==> config.mk <==
export PLATFORM = sky130hd
export DESIGN_NAME = evenzeroes_dr_driver
export DESIGN_NICKNAME = d
export VERILOG_FILES = /design/src/rtl/evenz_drv_pkg.sv /design/src/rtl/dr_sync.sv /design/src/rtl/evenzeroes_dr_driver.sv
export SDC_FILE = /design/constraint.sdc
export NUM_CORES = 1
export LEC_CHECK = 0
export ABC_CLOCK_PERIOD_IN_PS = 4300
export BUFFER_PORTS_ARGS = -buffer_cell sky130_fd_sc_hd__buf_2
export CORE_MARGIN = 5
export CORE_UTILIZATION = 50
export CTS_CLUSTER_SIZE = 20
export DETAILED_ROUTE_END_ITERATION = 10
export PLACE_DENSITY = 0.76
export SETUP_SLACK_MARGIN = 0.02
export SLEW_MARGIN = 40
export SYNTH_ARGS = -nofsm -noshare
export SYNTH_HDL_FRONTEND = slang
export SYNTH_SLANG_ARGS = --single-unit
==> constraint.sdc <==
create_clock -name clk -period 4.3 [get_ports clk]
set_clock_uncertainty 0.15 [all_clocks]
set_input_delay 0.86 -clock clk [delete_from_list [all_inputs] [get_ports clk]]
set_output_delay 0.86 -clock clk [all_outputs]
set_load 0.01 [all_outputs]
==> src/rtl/evenz_drv_pkg.sv <==
`default_nettype none
// ============================================================================
// Module   : evenz_drv_pkg
// Purpose  : Shared types and constants for the dual-rail even-zeroes driver.
//            FSM state encoding plus the dual-rail codes, written {bit1,bit0}.
// Revision : 1.0 - initial release
// ============================================================================
package evenz_drv_pkg;

  typedef enum logic [2:0] {
    IDLE      = 3'd0,
    SEND      = 3'd1,
    WAIT_ACK  = 3'd2,
    RTZ       = 3'd3,
    WAIT_NULL = 3'd4,
    DONE      = 3'd5,
    ABORT     = 3'd6
  } state_t;

  localparam logic [1:0] RAIL_NULL = 2'b00;
  localparam logic [1:0] RAIL_D0   = 2'b01;
  localparam logic [1:0] RAIL_D1   = 2'b10;
  localparam logic [1:0] RAIL_ILL  = 2'b11;

  // Dual-rail encoding of one data bit: a 1 raises bit1, a 0 raises bit0.
  function automatic logic [1:0] rail_code(input logic b);
    return b ? RAIL_D1 : RAIL_D0;
  endfunction

endpackage
`default_nettype wire

==> src/rtl/dr_sync.sv <==
`default_nettype none
// ============================================================================
// Module   : dr_sync
// Purpose  : STAGES-deep flop synchroniser for a 2-bit dual-rail bundle.
// Ports    : clk, rst_n (async, active low), din[1:0] async in,
//            dout[1:0] synchronised out.
// Revision : 1.0 - initial release
// ============================================================================
module dr_sync #(
  parameter int STAGES = 2
) (
  input  logic       clk,
  input  logic       rst_n,
  input  logic [1:0] din,
  output logic [1:0] dout
);

  logic [1:0] chain [STAGES];

  always_ff @(posedge clk or negedge rst_n) begin
    if (!rst_n) begin
      for (int i = 0; i < STAGES; i++) chain[i] <= 2'b00;
    end else begin
      chain[0] <= din;
      for (int i = 1; i < STAGES; i++) chain[i] <= chain[i-1];
    end
  end

  assign dout = chain[STAGES-1];

endmodule
`default_nettype wire

==> src/rtl/evenzeroes_dr_driver.sv <==
`default_nettype none
// ============================================================================
// Module   : evenzeroes_dr_driver
// Purpose  : Serialises a WIDTH-bit word LSB-first onto dual-rail bit0/bit1
//            with a four-phase return-to-zero handshake; completion comes from
//            the parity0/parity1 rails of the even-zeroes block. The last rail
//            seen is reported as the word result.
// Ports    : clk, rst_n (async active low)
//            in_valid/in_ready/in_data  - word input (valid/ready)
//            bit0/bit1                  - registered dual-rail data out
//            parity0/parity1            - async completion rails in
//            out_valid/out_even/out_err - one-cycle word result
//            chk_mismatch               - sticky model disagreement flag
//                                         (only with EVENZ_DRV_CHECK_EN)
// Config   : `define EVENZ_DRV_CHECK_EN adds a cumulative zero-parity
//            reference model and the chk_mismatch port.
// Revision : 1.0 - initial release
// ============================================================================
module evenzeroes_dr_driver
  import evenz_drv_pkg::*;
#(
  parameter int WIDTH       = 8,
  parameter int SYNC_STAGES = 2,
  parameter int TIMEOUT_CYC = 1023
) (
  input  logic             clk,
  input  logic             rst_n,
  input  logic             in_valid,
  output logic             in_ready,
  input  logic [WIDTH-1:0] in_data,
  output logic             bit0,
  output logic             bit1,
  input  logic             parity0,
  input  logic             parity1,
  output logic             out_valid,
  output logic             out_even,
  output logic             out_err
`ifdef EVENZ_DRV_CHECK_EN
  ,
  output logic             chk_mismatch
`endif
);

  localparam int CW = $clog2(TIMEOUT_CYC + 1);
  localparam int IW = (WIDTH > 1) ? $clog2(WIDTH) : 1;
  localparam logic [CW-1:0] TMO      = CW'(TIMEOUT_CYC);
  localparam logic [IW-1:0] LAST_IDX = IW'(WIDTH - 1);

  state_t           state, next_state;
  logic [WIDTH-1:0] shreg;
  logic [WIDTH-1:0] shnext;
  logic [IW-1:0]    idx;
  logic [CW-1:0]    tcnt;
  logic             last;
  logic             err;
  logic             chk_word;
  logic [1:0]       par;        // synchronised {parity1,parity0}

  logic             accept, timeout, ack_seen, ack_ill, null_seen, send_bit;
  logic [1:0]       rails_d;
  logic             ready_d, valid_d, even_d, err_d;

  dr_sync #(.STAGES(SYNC_STAGES)) u_sync (
    .clk  (clk),
    .rst_n(rst_n),
    .din  ({parity1, parity0}),
    .dout (par)
  );

  assign accept    = in_valid && in_ready;
  assign timeout   = (tcnt == TMO);
  assign ack_ill   = (par == RAIL_ILL);
  assign ack_seen  = (par != RAIL_NULL);
  assign null_seen = (par == RAIL_NULL);
  assign shnext    = shreg >> 1;

  // State register
  always_ff @(posedge clk or negedge rst_n) begin
    if (!rst_n) state <= IDLE;
    else        state <= next_state;
  end

  // Next-state logic
  always_comb begin
    next_state = state;
    case (state)
      IDLE:      if (accept) next_state = SEND;
      SEND:      next_state = WAIT_ACK;
      WAIT_ACK: begin
        if (ack_ill)       next_state = ABORT;
        else if (ack_seen) next_state = RTZ;
        else if (timeout)  next_state = ABORT;
      end
      RTZ:       next_state = WAIT_NULL;
      WAIT_NULL: begin
        if (null_seen)    next_state = (idx == LAST_IDX) ? DONE : SEND;
        else if (timeout) next_state = ABORT;
      end
      // Abort reports through DONE so in_ready stays low during out_valid.
      DONE:      next_state = IDLE;
      ABORT:     if (null_seen || timeout) next_state = DONE;
      default:   next_state = IDLE;
    endcase
  end

  // Output logic: next values of the registered outputs, keyed on next_state
  // so rails are already up during the SEND cycle.
  always_comb begin
    send_bit = (state == IDLE) ? in_data[0] : shnext[0];
    case (next_state)
      SEND:     rails_d = rail_code(send_bit);
      WAIT_ACK: rails_d = {bit1, bit0};
      default:  rails_d = RAIL_NULL;
    endcase
    ready_d = (next_state == IDLE);
    valid_d = (next_state == DONE);
    even_d  = valid_d && last && !err;
    err_d   = valid_d && (err || chk_word);
  end

  always_ff @(posedge clk or negedge rst_n) begin
    if (!rst_n) begin
      bit0      <= 1'b0;
      bit1      <= 1'b0;
      in_ready  <= 1'b1;
      out_valid <= 1'b0;
      out_even  <= 1'b0;
      out_err   <= 1'b0;
    end else begin
      {bit1, bit0} <= rails_d;
      in_ready     <= ready_d;
      out_valid    <= valid_d;
      out_even     <= even_d;
      out_err      <= err_d;
    end
  end

  // Word datapath and wait-state timer
  always_ff @(posedge clk or negedge rst_n) begin
    if (!rst_n) begin
      shreg <= '0;
      idx   <= '0;
      tcnt  <= '0;
      last  <= 1'b0;
      err   <= 1'b0;
    end else begin
      if (accept) begin
        shreg <= in_data;
        idx   <= '0;
        err   <= 1'b0;
      end else if (state == WAIT_NULL && null_seen && idx != LAST_IDX) begin
        shreg <= shnext;
        idx   <= idx + IW'(1);
      end

      if (state == WAIT_ACK && ack_seen && !ack_ill) last <= par[1];
      if (next_state == ABORT && state != ABORT)     err  <= 1'b1;

      // Timer restarts on every state change and saturates while waiting.
      if (next_state != state) tcnt <= '0;
      else if ((state == WAIT_ACK || state == WAIT_NULL || state == ABORT) && !timeout)
        tcnt <= tcnt + CW'(1);
    end
  end

`ifdef EVENZ_DRV_CHECK_EN
  // zpar = 1 when an odd number of zeros has been sent since reset, which
  // means the block should answer on parity0.
  logic zpar;

  always_ff @(posedge clk or negedge rst_n) begin
    if (!rst_n) begin
      zpar         <= 1'b0;
      chk_word     <= 1'b0;
      chk_mismatch <= 1'b0;
    end else begin
      if (state == SEND) zpar <= zpar ^ ~shreg[0];
      if (accept) chk_word <= 1'b0;
      else if (state == WAIT_ACK && ack_seen && !ack_ill && par[0] != zpar) begin
        chk_word     <= 1'b1;
        chk_mismatch <= 1'b1;
      end
    end
  end
`else
  assign chk_word = 1'b0;
`endif

endmodule
`default_nettype wire

==> PnR_summary.wiki, run 1 <==
{| class="wikitable"
! Metric !! Value
|-
| Status || complete, no violations
|-
| H-tree levels || 2
|-
| Worst reg2reg endpoint || tcnt[8]
|-
| Number of sinks on the clock net || 35
|-
| Antenna-violating nets left || 0
|-
| Maximum ir drop on the vdd rail || 0.268 mV
|-
| Nets in the synthesized netlist || 179
|-
| Syn-to-layout area delta || 9.85%
|-
| Die area || 4700 µm²
|-
| R2r startpoint || tcnt[0]
|-
| Drt first pass iters || 4
|-
| Depth of the worst register-to-register path || 6
|-
| Resize count post-CTS || 0
|-
| Clock slew seen by the registers of the worst setup and hold paths || 0.11 ns
|-
| Max Slew Vio Count || 0
|-
| Power Total || 1.05 mW
|-
| Count of inserted antenna diode cells || 0
|-
| I/O pin count || 19
|-
| Class of the worst hold path || flip-flop to flip-flop
|-
| Crit-path max FO || 17
|-
| Endpoint class of the critical path || flip-flop
|-
| Chip height || 68.6 µm
|-
| Core Util, Final || 56.4%
|-
| Maximum operating frequency || 417 MHz
|-
| # setup viols final || 0
|-
| Detailed-route vias per instance || 5.60
|-
| Register bit total from synthesis || 35
|-
| Netlist area before placement || 1710 µm²
|-
| Clock insertion delay at the later pin of the skew report || 0.34 ns
|-
| Cts bufs inserted || 5
|-
| Routability congestion estimate || 0.872
|-
| Sequential cell area fraction in the yosys report || 51.2%
|-
| Final critical-path share of the clock period || 55.8%
|-
| Post-Place Setup Slack || 1.55 ns
|-
| Mean instance size in the synthesized netlist || 10.5 µm²
|-
| Number of hold-slack violations in the final timing report || 0
|-
| Crit path to || tcnt[8]
|-
| Pin count of the biggest net entering global routing || 36
|-
| Arrival time at the worst endpoint || 2.52 ns
|-
| Transition at the pin with the smallest max-transition slack || 0.508 ns
|-
| Maximum count of clock buffers along a single path || 2
|-
| Post-CTS Hold Fix Bufs || 0
|-
| Initial DRC Count || 44
|-
| Leakage component of the power || 0.942 nW
|-
| Setup fix buffers added after clock tree synthesis || 0
|-
| Average routed wire per standard cell || 13.7 µm
|-
| Slack of the critical path || 1.90 ns
|-
| Post-Route Setup TNS || 0 ns
|-
| Count of mapped cells out of synthesis || 163
|-
| Data required time of the critical path || 4.42 ns
|-
| PwrDens || 560 nW/µm²
|-
| Unrepaired setup endpoints after global routing || no
|-
| Overall routed net length || 3.11 mm
|-
| Share of cells above drive strength 1 || 17.8%
|-
| Core box area || 3340 µm²
|-
| CTS tree || built
|-
| Chip width || 68.6 µm
|-
| Normalized max-slew margin || 66.0%
|-
| Count of fill cells added during filler insertion || 298
|-
| Wire length of the first global-routing pass || 5.35 mm
|-
| Number of global-route vias before repair || 1269
|-
| Count of max-cap constraint violations || 0
|-
| Worst R2R Setup Slack || 1.91 ns
|-
| Final #Nets || 195
|-
| Grt ovf || 0
|-
| Starting density of the core || 51.4%
|-
| Yosys cell types || 42
|-
| Overall fraction of global-route tracks in use || 15.5%
|-
| Antenna violations before repair || 0
|-
| Count of warnings emitted by yosys || 0
|-
| Category of the critical setup timing path || primary input to flip-flop
|-
| Startpoint class of the critical path || primary input
|-
| Master cell of the clock root buffer || clkbuf_4
|-
| Input/output buffers || 18
|-
| Hpwl dp || 2.20 mm
|-
| Row count || 21
|-
| Via count || 1266
|-
| Post-route DRC violation count || 0
|-
| Launch point of the critical path || in_valid
|-
| Minimum clock period || 2.40 ns
|}
-- logic make-up after synthesis --
group                    share of synthesized area, %
multiplexers                                     6.42
AO/OA/AOI/OAI                                    9.71
AND/OR/NAND/NOR                                  21.2
XOR/XNOR                                         5.11
buffers and inverters                            4.16
flip-flops                                       51.2
adder cells (fa/ha/maj)                          2.19
-- power breakdown --
group	total [mW]	leakage, nW	switching, mW	internal [mW]
clock network	0.202	0.0386	0.105	0.0962
registers	0.501	0.453	0.0844	0.417
logic	0.351	0.450	0.198	0.153
total	1.05	0.942	0.388	0.666
-- layout make-up --
class	instances	area (µm²)	share of cell area (%)
Sequential cell	35	877	46.6
Tap cell	46	57.6	3.06
Inverter	4	15.0	0.797
Clock buffer	8	68.8	3.65
Timing Repair Buffer	18	92.6	4.92
Multi-Input combinational cell	115	772	41.0
-- worst min-delay path by stage --
| stage | startpoint | endpoint | slack [ns] | cells after the start |
|---|---|---|---|---|
| after global routing | u_sync.chain[2] | u_sync.dout[0] | 0.23 | 0 |
| after detailed placement | u_sync.chain[3] | u_sync.dout[1] | 0.18 | 0 |
| after global placement | u_sync.chain[3] | u_sync.dout[1] | 0.18 | 0 |
| after CTS | u_sync.chain[3] | u_sync.dout[1] | 0.21 | 0 |
| after floorplan | u_sync.chain[2] | u_sync.dout[0] | 0.18 | 0 |
| final | u_sync.chain[3] | u_sync.dout[1] | 0.21 | 0 |
-- routing by layer --
metal | share of wire [%] | GRT usage (%)
met3 | 5.9 | 5.83
met1 | 43 | 16.9
met2 | 49 | 26.2
met5 | 0 | 0
met4 | 2.0 | 7.94
-- metrics by stage --
step,std cells,area [µm²],hold slack [ns]
after floorplan,163,1710,0.181
after global placement,218,1810,0.182
after detailed placement,218,1810,0.185
after CTS,226,1870,0.207
after global routing,226,1880,0.227
final,226,1880,0.205
-- sequential cells by signal, indices dropped and copies added, names as in the netlist --
name          cells
out_err           1
shreg             7
idx               3
err               1
tcnt             10
out_valid         1
u_sync.chain      2
u_sync.dout       2
in_ready          1
state             3
out_even          1
bit1              1
bit0              1
last              1
-- worst max-delay path: stages --
cell and delay [ns]:
buf_2 0.10, and2_1 0.31, a22o_1 0.27, a311o_1 0.35
a211o_1 0.40, nor3_4 0.21
-- cells in the final DEF, fill, tap and decap left out, types with 4 or more instances in the layout --
cell type / n
dfrtp_1: 34
nor2_1: 21
buf_2: 17
nand2_1: 14
mux2i_1: 11
xor2_1: 8
o21ai_0: 7
clkbuf_4: 5
and3_1: 4
inv_1: 4
nand4_1: 4
-- cell usage after synthesis, drive strengths merged --
master	n	share of area, %
a21o	2	0.88
o31a	1	0.51
a31o	1	0.51
xor2	8	4.1
nand3b	1	0.44
mux2i	11	6.4
xnor2	2	1.0
a211o	1	0.51
ha	3	2.2
o21bai	1	0.44
nor2	21	4.6
nand3	3	0.88
o41ai	2	1.0
a22o	2	1.0
or2	1	0.37
buf	6	2.6
dfrtp	34	50
nor3	4	1.8
a221o	1	0.58
and3	5	2.1
inv	4	0.88
o21ai	7	2.0
and3b	2	1.0
a31oi	2	0.73
dfstp	1	1.5
clkbuf	3	0.66
nor2b	2	0.73
or3	3	1.1
nor3b	2	0.88
a21oi	1	0.29
and4	1	0.66
nand4	4	1.5
or3b	2	1.0
and2	3	1.1
nand2	14	3.1
a32o	1	0.58
a311o	1	0.58
No activity file was read; power rests on OpenSTA's default activity.
==> inputs of run 2 (changes only) <==
ABC_CLOCK_PERIOD_IN_PS = 2330   (was 4300)
clock period = 2.33 ns   (was 4.3 ns; I/O delays follow)
==> run 2 against run 1 <==
Compared with the run above: non-clock buffer count is 6 higher; final area is 2.5% higher; highest routed layer unchanged; hold slack worse by 0.12 ns; clock-buffer cell count stayed put; core utilization is 1.4 points higher; largest cell class unchanged; combinational power is 99% higher; sequential power is 83% higher; sequential share of layout area is 1.1 points lower; routed wire length is 3.4% lower.
==> PnR_summary.wiki, run 2 (synthesis results as in run 1) <==
{| class="wikitable"
! Metric !! Value
|-
| Antenna violations before repair || 0
|-
| Category of the critical setup timing path || flip-flop to flip-flop
|-
| Cts bufs inserted || 5
|-
| Count of max-cap constraint violations || 0
|-
| Top library cells by usage in the layout, fill and taps aside || dfrtp_1, nor2_1, buf_2
|-
| I/O pin count || 19
|-
| Number of global-route vias before repair || 1265
|-
| Core box area || 3340 µm²
|-
| CTS tree || built
|-
| Arrival time at the worst endpoint || 2.25 ns
|-
| Post-route DRC violation count || 0
|-
| Routability congestion estimate || 0.887
|-
| Clock slew seen by the registers of the worst setup and hold paths || 0.09 ns
|-
| Status || complete, no violations
|-
| Commonest non-fill, non-tap cell in the layout || dfrtp_1
|-
| Chip height || 68.6 µm
|-
| Overall routed net length || 3.00 mm
|-
| Number of sinks on the clock net || 35
|-
| Syn-to-layout area delta || 12.6%
|-
| Starting density of the core || 51.4%
|-
| # setup viols final || 0
|-
| Worst slack on hold paths || 0.0879 ns
|-
| Clock insertion delay at the later pin of the skew report || 0.34 ns
|-
| Row count || 21
|-
| Register containing the most flip-flops in the final layout || tcnt
|-
| Final #Nets || 201
|-
| Hpwl dp || 2.18 mm
|-
| Drt first pass iters || 4
|-
| Data required time of the critical path || 2.40 ns
|-
| Number of hold-slack violations in the final timing report || 0
|-
| Chip width || 68.6 µm
|-
| Grt ovf || 0
|-
| Unrepaired setup endpoints after global routing || no
|-
| Endpoint class of the critical path || flip-flop
|-
| H-tree levels || 2
|-
| Average routed wire per standard cell || 12.9 µm
|-
| Pin count of the biggest net entering global routing || 36
|-
| Count of inserted antenna diode cells || 0
|-
| Crit-path max FO || 10
|-
| PwrDens || 1020 nW/µm²
|-
| Overall fraction of global-route tracks in use || 15.4%
|-
| Max FFs per register || 10
|-
| Maximum operating frequency || 457 MHz
|-
| Class of the worst hold path || primary input to flip-flop
|-
| Maximum ir drop on the vdd rail || 0.612 mV
|-
| Maximum count of clock buffers along a single path || 2
|-
| Biggest regs || tcnt (10), shreg (7)
|-
| Share of cells above drive strength 1 || 20.4%
|-
| Max Slew Vio Count || 0
|-
| Antenna-violating nets left || 0
|-
| Die area || 4700 µm²
|-
| Transition at the pin with the smallest max-transition slack || 0.435 ns
|-
| Via count || 1244
|-
| Input/output buffers || 18
|-
| Leakage component of the power || 0.973 nW
|-
| Master cell of the clock root buffer || clkbuf_4
|-
| Number of cells in the design after placement || 223
|-
| Initial DRC Count || 80
|-
| Final critical-path share of the clock period || 94.0%
|-
| Wire length of the first global-routing pass || 5.40 mm
|-
| Normalized max-slew margin || 71.0%
|-
| Detailed-route vias per instance || 5.36
|-
| Startpoint class of the critical path || flip-flop
|-
| Worst R2R Setup Slack || 0.14 ns
|-
| Final Non-Filler Cells || 232
|-
| Setup fix buffers added after clock tree synthesis || 0
|-
| Minimum clock period || 2.19 ns
|}
==> run 2: cell count changes in the layout (fill, tap and decap cells not counted) <==
cell / previous run / this run
buf_4: 1 / 6
a211o_1: 1 / 0
a211o_2: 0 / 1
o21ai_0: 7 / 6
o21ai_1: 0 / 1
or3_4: 0 / 1
dlygate4sd3_1: 0 / 1
a31oi_2: 1 / 0
or3_1: 3 / 2
a31oi_1: 1 / 2
==> run 2: report_power, final <==
| group | switching (mW) | internal (mW) | leakage [nW] |
|---|---|---|---|
| logic | 0.379 | 0.318 | 0.481 |
| registers | 0.147 | 0.769 | 0.453 |
| clock network | 0.185 | 0.177 | 0.0386 |
==> run 2: what timing repair did <==
action / in CTS / in global routing
endpoints found under the hold margin: 0 / 34
endpoints found under the setup margin: 5 / 2
hold buffers: 0 / 1
resized for setup: 1 / 2
==> run 2: stage by stage <==
stage / util (%) / cell area, µm² / worst slack [ns] / setup TNS (ns) / power (mW)
after floorplan: - / 1710 / 0.0998 / 0 / 1.44
after global placement: 55.2 / 1840 / 0.0965 / 0 / 1.57
after detailed placement: 55.2 / 1840 / -0.0425 / -0.0425 / 1.61
after CTS: 57.4 / 1920 / 0.0865 / 0 / 1.99
after global routing: 57.9 / 1930 / 0.0612 / 0 / 2.12
final: 57.9 / 1930 / 0.140 / 0 / 1.97
==> run 2: worst paths after layout <==
kind,from,end,cells after the start
min,parity1,u_sync.chain[3],1
max reg2reg,idx[0],shreg[5],6
min reg2reg,u_sync.chain[2],u_sync.dout[0],0
min in group asynchronous,rst_n,tcnt[8],2
max in group asynchronous,rst_n,in_ready,2
max,idx[0],shreg[5],6
==> run 2: critical path: stages (launching register included) <==
cell	delay [ns]
dfrtp_1	0.41
ha_1	0.21
ha_1	0.18
or3_1	0.39
or3_4	0.44
mux2i_1	0.20
o21ai_1	0.09
==> run 2: area by class of cell <==
class	count	area (µm²)
Sequential cell	35	877
Inverter	4	15.0
Clock buffer	8	68.8
Timing Repair Buffer	24	140
Multi-Input combinational cell	115	772
Fill cell	304	1410
Tap cell	46	57.6
==> run 2: routing by layer <==
layer | GRT usage (%) | wire length, µm | up-vias
met5 | 0 | 0 | -
met4 | 6.20 | 49 | 0
met3 | 5.02 | 152 | 5
met2 | 25.4 | 1460 | 24
met1 | 18.4 | 1340 | 596
li1 | - | - | 619
==> inputs of run 3 (changes only) <==
ABC_CLOCK_PERIOD_IN_PS = unset   (was 2330)
CORE_UTILIZATION = 55   (was 50)
PLACE_DENSITY = 0.82   (was 0.76)
==> run 3 against run 2 <==
Compared with the run above: total power increased by 4.0%; flip-flop and latch count unchanged; critical path type unchanged; via count decreased by 0.40%; register-to-register slack got worse by 0.02 ns; critical endpoint is now shreg[4]; largest cell class unchanged.
==> PnR_summary.wiki, run 3 (synthesis results as in run 1) <==
{| class="wikitable"
! Metric !! Value
|-
| Chip width || 65.8 µm
|-
| Post-Place Setup Slack || -0.0509 ns
|-
| Share of cells above drive strength 1 || 20.4%
|-
| Final #Nets || 201
|-
| Crit path to || shreg[4]
|-
| Wire length of the first global-routing pass || 5.58 mm
|-
| R2r startpoint || idx[0]
|-
| Final Non-Filler Cells || 230
|-
| Cts bufs inserted || 5
|-
| Cells along the critical path || ha_1, ha_1, or3_1, or3_4, mux2i_1, o21ai_0
|-
| Chip height || 65.8 µm
|-
| Routability congestion estimate || 0.820
|-
| Transition at the pin with the smallest max-transition slack || 0.432 ns
|-
| Count of fill cells added during filler insertion || 245
|-
| Power Total || 2.05 mW
|-
| Register containing the most flip-flops in the final layout || tcnt
|-
| Launch point of the critical path || idx[0]
|-
| Crit-path max FO || 10
|-
| Grt ovf || 0
|-
| Arrival time at the worst endpoint || 2.31 ns
|-
| Data required time of the critical path || 2.43 ns
|-
| Normalized max-slew margin || 71.1%
|-
| Core Util, Final || 64.2%
|-
| Most Frequent Cell on Critical Path || ha_1
|-
| Status || complete, no violations
|-
| I/O pin count || 19
|-
| Maximum operating frequency || 453 MHz
|-
| Count of max-cap constraint violations || 0
|-
| Antenna-violating nets left || 0
|-
| Number of hold-slack violations in the final timing report || 0
|-
| Worst R2R Setup Slack || 0.12 ns
|-
| Number of global-route vias before repair || 1263
|-
| Top library cells by usage in the layout, fill and taps aside || dfrtp_1, nor2_1, buf_2
|-
| Post-route DRC violation count || 0
|-
| Count of inserted antenna diode cells || 0
|-
| Max FFs per register || 10
|-
| Slowest cell on the critical path || or3_4
|-
| Endpoint class of the critical path || flip-flop
|-
| Maximum count of clock buffers along a single path || 2
|-
| Worst stage delay on the critical path || 0.44 ns
|-
| Depth of the worst register-to-register path || 6
|-
| Detailed-route vias per instance || 5.39
|-
| Overall fraction of global-route tracks in use || 16.9%
|-
| Hpwl dp || 2.21 mm
|-
| CTS tree || built
|-
| Clock slew seen by the registers of the worst setup and hold paths || 0.10 ns
|-
| Drt first pass iters || 4
|-
| Fraction of power spent switching nets || 34.9%
|-
| Logic gate share of total power || 33.6%
|-
| Core box area || 3030 µm²
|-
| Commonest non-fill, non-tap cell in the layout || dfrtp_1
|-
| Class of the worst hold path || primary input to flip-flop
|-
| Biggest regs || tcnt (10), shreg (7)
|-
| Master cell of the clock root buffer || clkbuf_4
|-
| Slack of the critical path || 0.120 ns
|-
| Unrepaired setup endpoints after global routing || no
|-
| Internal Power || 1.34 mW
|-
| Die area || 4330 µm²
|-
| Number of cells in the design after placement || 221
|-
| Row count || 20
|-
| Clock insertion delay at the later pin of the skew report || 0.34 ns
|-
| Minimum clock period || 2.21 ns
|-
| Syn-to-layout area delta || 13.4%
|-
| Register share of total power || 44.7%
|-
| PwrDens || 1060 nW/µm²
|-
| Worst reg2reg endpoint || shreg[4]
|-
| Max Slew Vio Count || 0
|-
| Maximum ir drop on the vdd rail || 0.566 mV
|-
| Startpoint class of the critical path || flip-flop
|-
| Relative contribution of the clock network to total power || 21.7%
|-
| Final critical-path share of the clock period || 94.8%
|-
| Input/output buffers || 18
|-
| Total net switching power || 717 µW
|-
| Average routed wire per standard cell || 13.2 µm
|-
| Pin count of the biggest net entering global routing || 36
|-
| Via count || 1239
|-
| Number of sinks on the clock net || 35
|-
| Antenna violations before repair || 0
|-
| # setup viols final || 0
|-
| Initial DRC Count || 72
|-
| Starting density of the core || 56.6%
|-
| Leakage component of the power || 0.983 nW
|-
| Category of the critical setup timing path || flip-flop to flip-flop
|-
| Overall routed net length || 3.04 mm
|-
| H-tree levels || 2
|}
run 3: cell types whose count changed in the layout (fill, tap and decap cells not counted):
cell       change
clkbuf_8       -1
o21ai_0        +1
bufinv_16      +1
a211o_1        +1
clkinv_2       +1
clkbuf_1       -1
a211o_2        -1
o21ai_1        -1
run 3: through the flow:
step / instance area, µm² / setup TNS [ns] / hold slack, ns
global placement: 1840 / 0 / 0.182
finish: 1940 / 0 / 0.0860
CTS: 1930 / 0 / 0.0544
global route: 1940 / 0 / 0.0579
detailed placement: 1840 / -0.0545 / 0.190
floorplan: 1710 / 0 / 0.0204
run 3: routing by layer:
layer / track usage [%] / wire length [µm] / share of wire (%)
met1: 21.6 / 1350 / 44
met2: 26.8 / 1510 / 50
met3: 5.10 / 137 / 4.5
met4: 6.22 / 42 / 1.4
met5: 0 / 0 / 0
run 3: power groups by stage:
stage | Combinational, mW | Clock, mW | Sequential [mW]
6_report | 0.691 | 0.446 | 0.918
5_1_grt | 0.781 | 0.492 | 0.943
4_1_cts | 0.690 | 0.462 | 0.917
3_5_place_dp | 0.683 | 0 | 0.928
3_3_place_gp | 0.653 | 0 | 0.914
2_1_floorplan | 0.579 | 0 | 0.860
run 3: timing repair:
action                     in CTS  in global routing
setup buffers                   0                  0
hold buffers                    0                  1
setup endpoints to repair       6                  0
hold endpoints to repair        0                 34
resized for setup               1                  0
run 3: worst min path at each step:
stage	start	endpoint	slack, ns	cells after the start
3_5_place_dp	u_sync.chain[3]	u_sync.dout[1]	0.19	0
6_report	parity1	u_sync.chain[3]	0.09	1
2_1_floorplan	rst_n	bit0	0.02	0
3_3_place_gp	u_sync.chain[3]	u_sync.dout[1]	0.18	0
4_1_cts	rst_n	out_err	0.05	1
5_1_grt	parity1	u_sync.chain[3]	0.06	1
run 3: layout make-up:
cell class              instances  area (µm²)  area share, %
inverters                       4        15.0          0.772
well taps                      44        55.1           2.83
flip-flops and latches         35         877           45.1
clock buffers                   6        51.3           2.64
repair buffers                 24         140           7.21
multi-input cells             115         771           39.6
clock inverters                 2        35.0           1.80
run 3: critical path: cells and delay by family (launching register included):
family,cells,cell delay [ns]
flip-flops,1,0.41
AO/OA/AOI/OAI,1,0.18
AND/OR/NAND/NOR,2,0.84
adder cells (fa/ha/maj),2,0.40
multiplexers,1,0.15
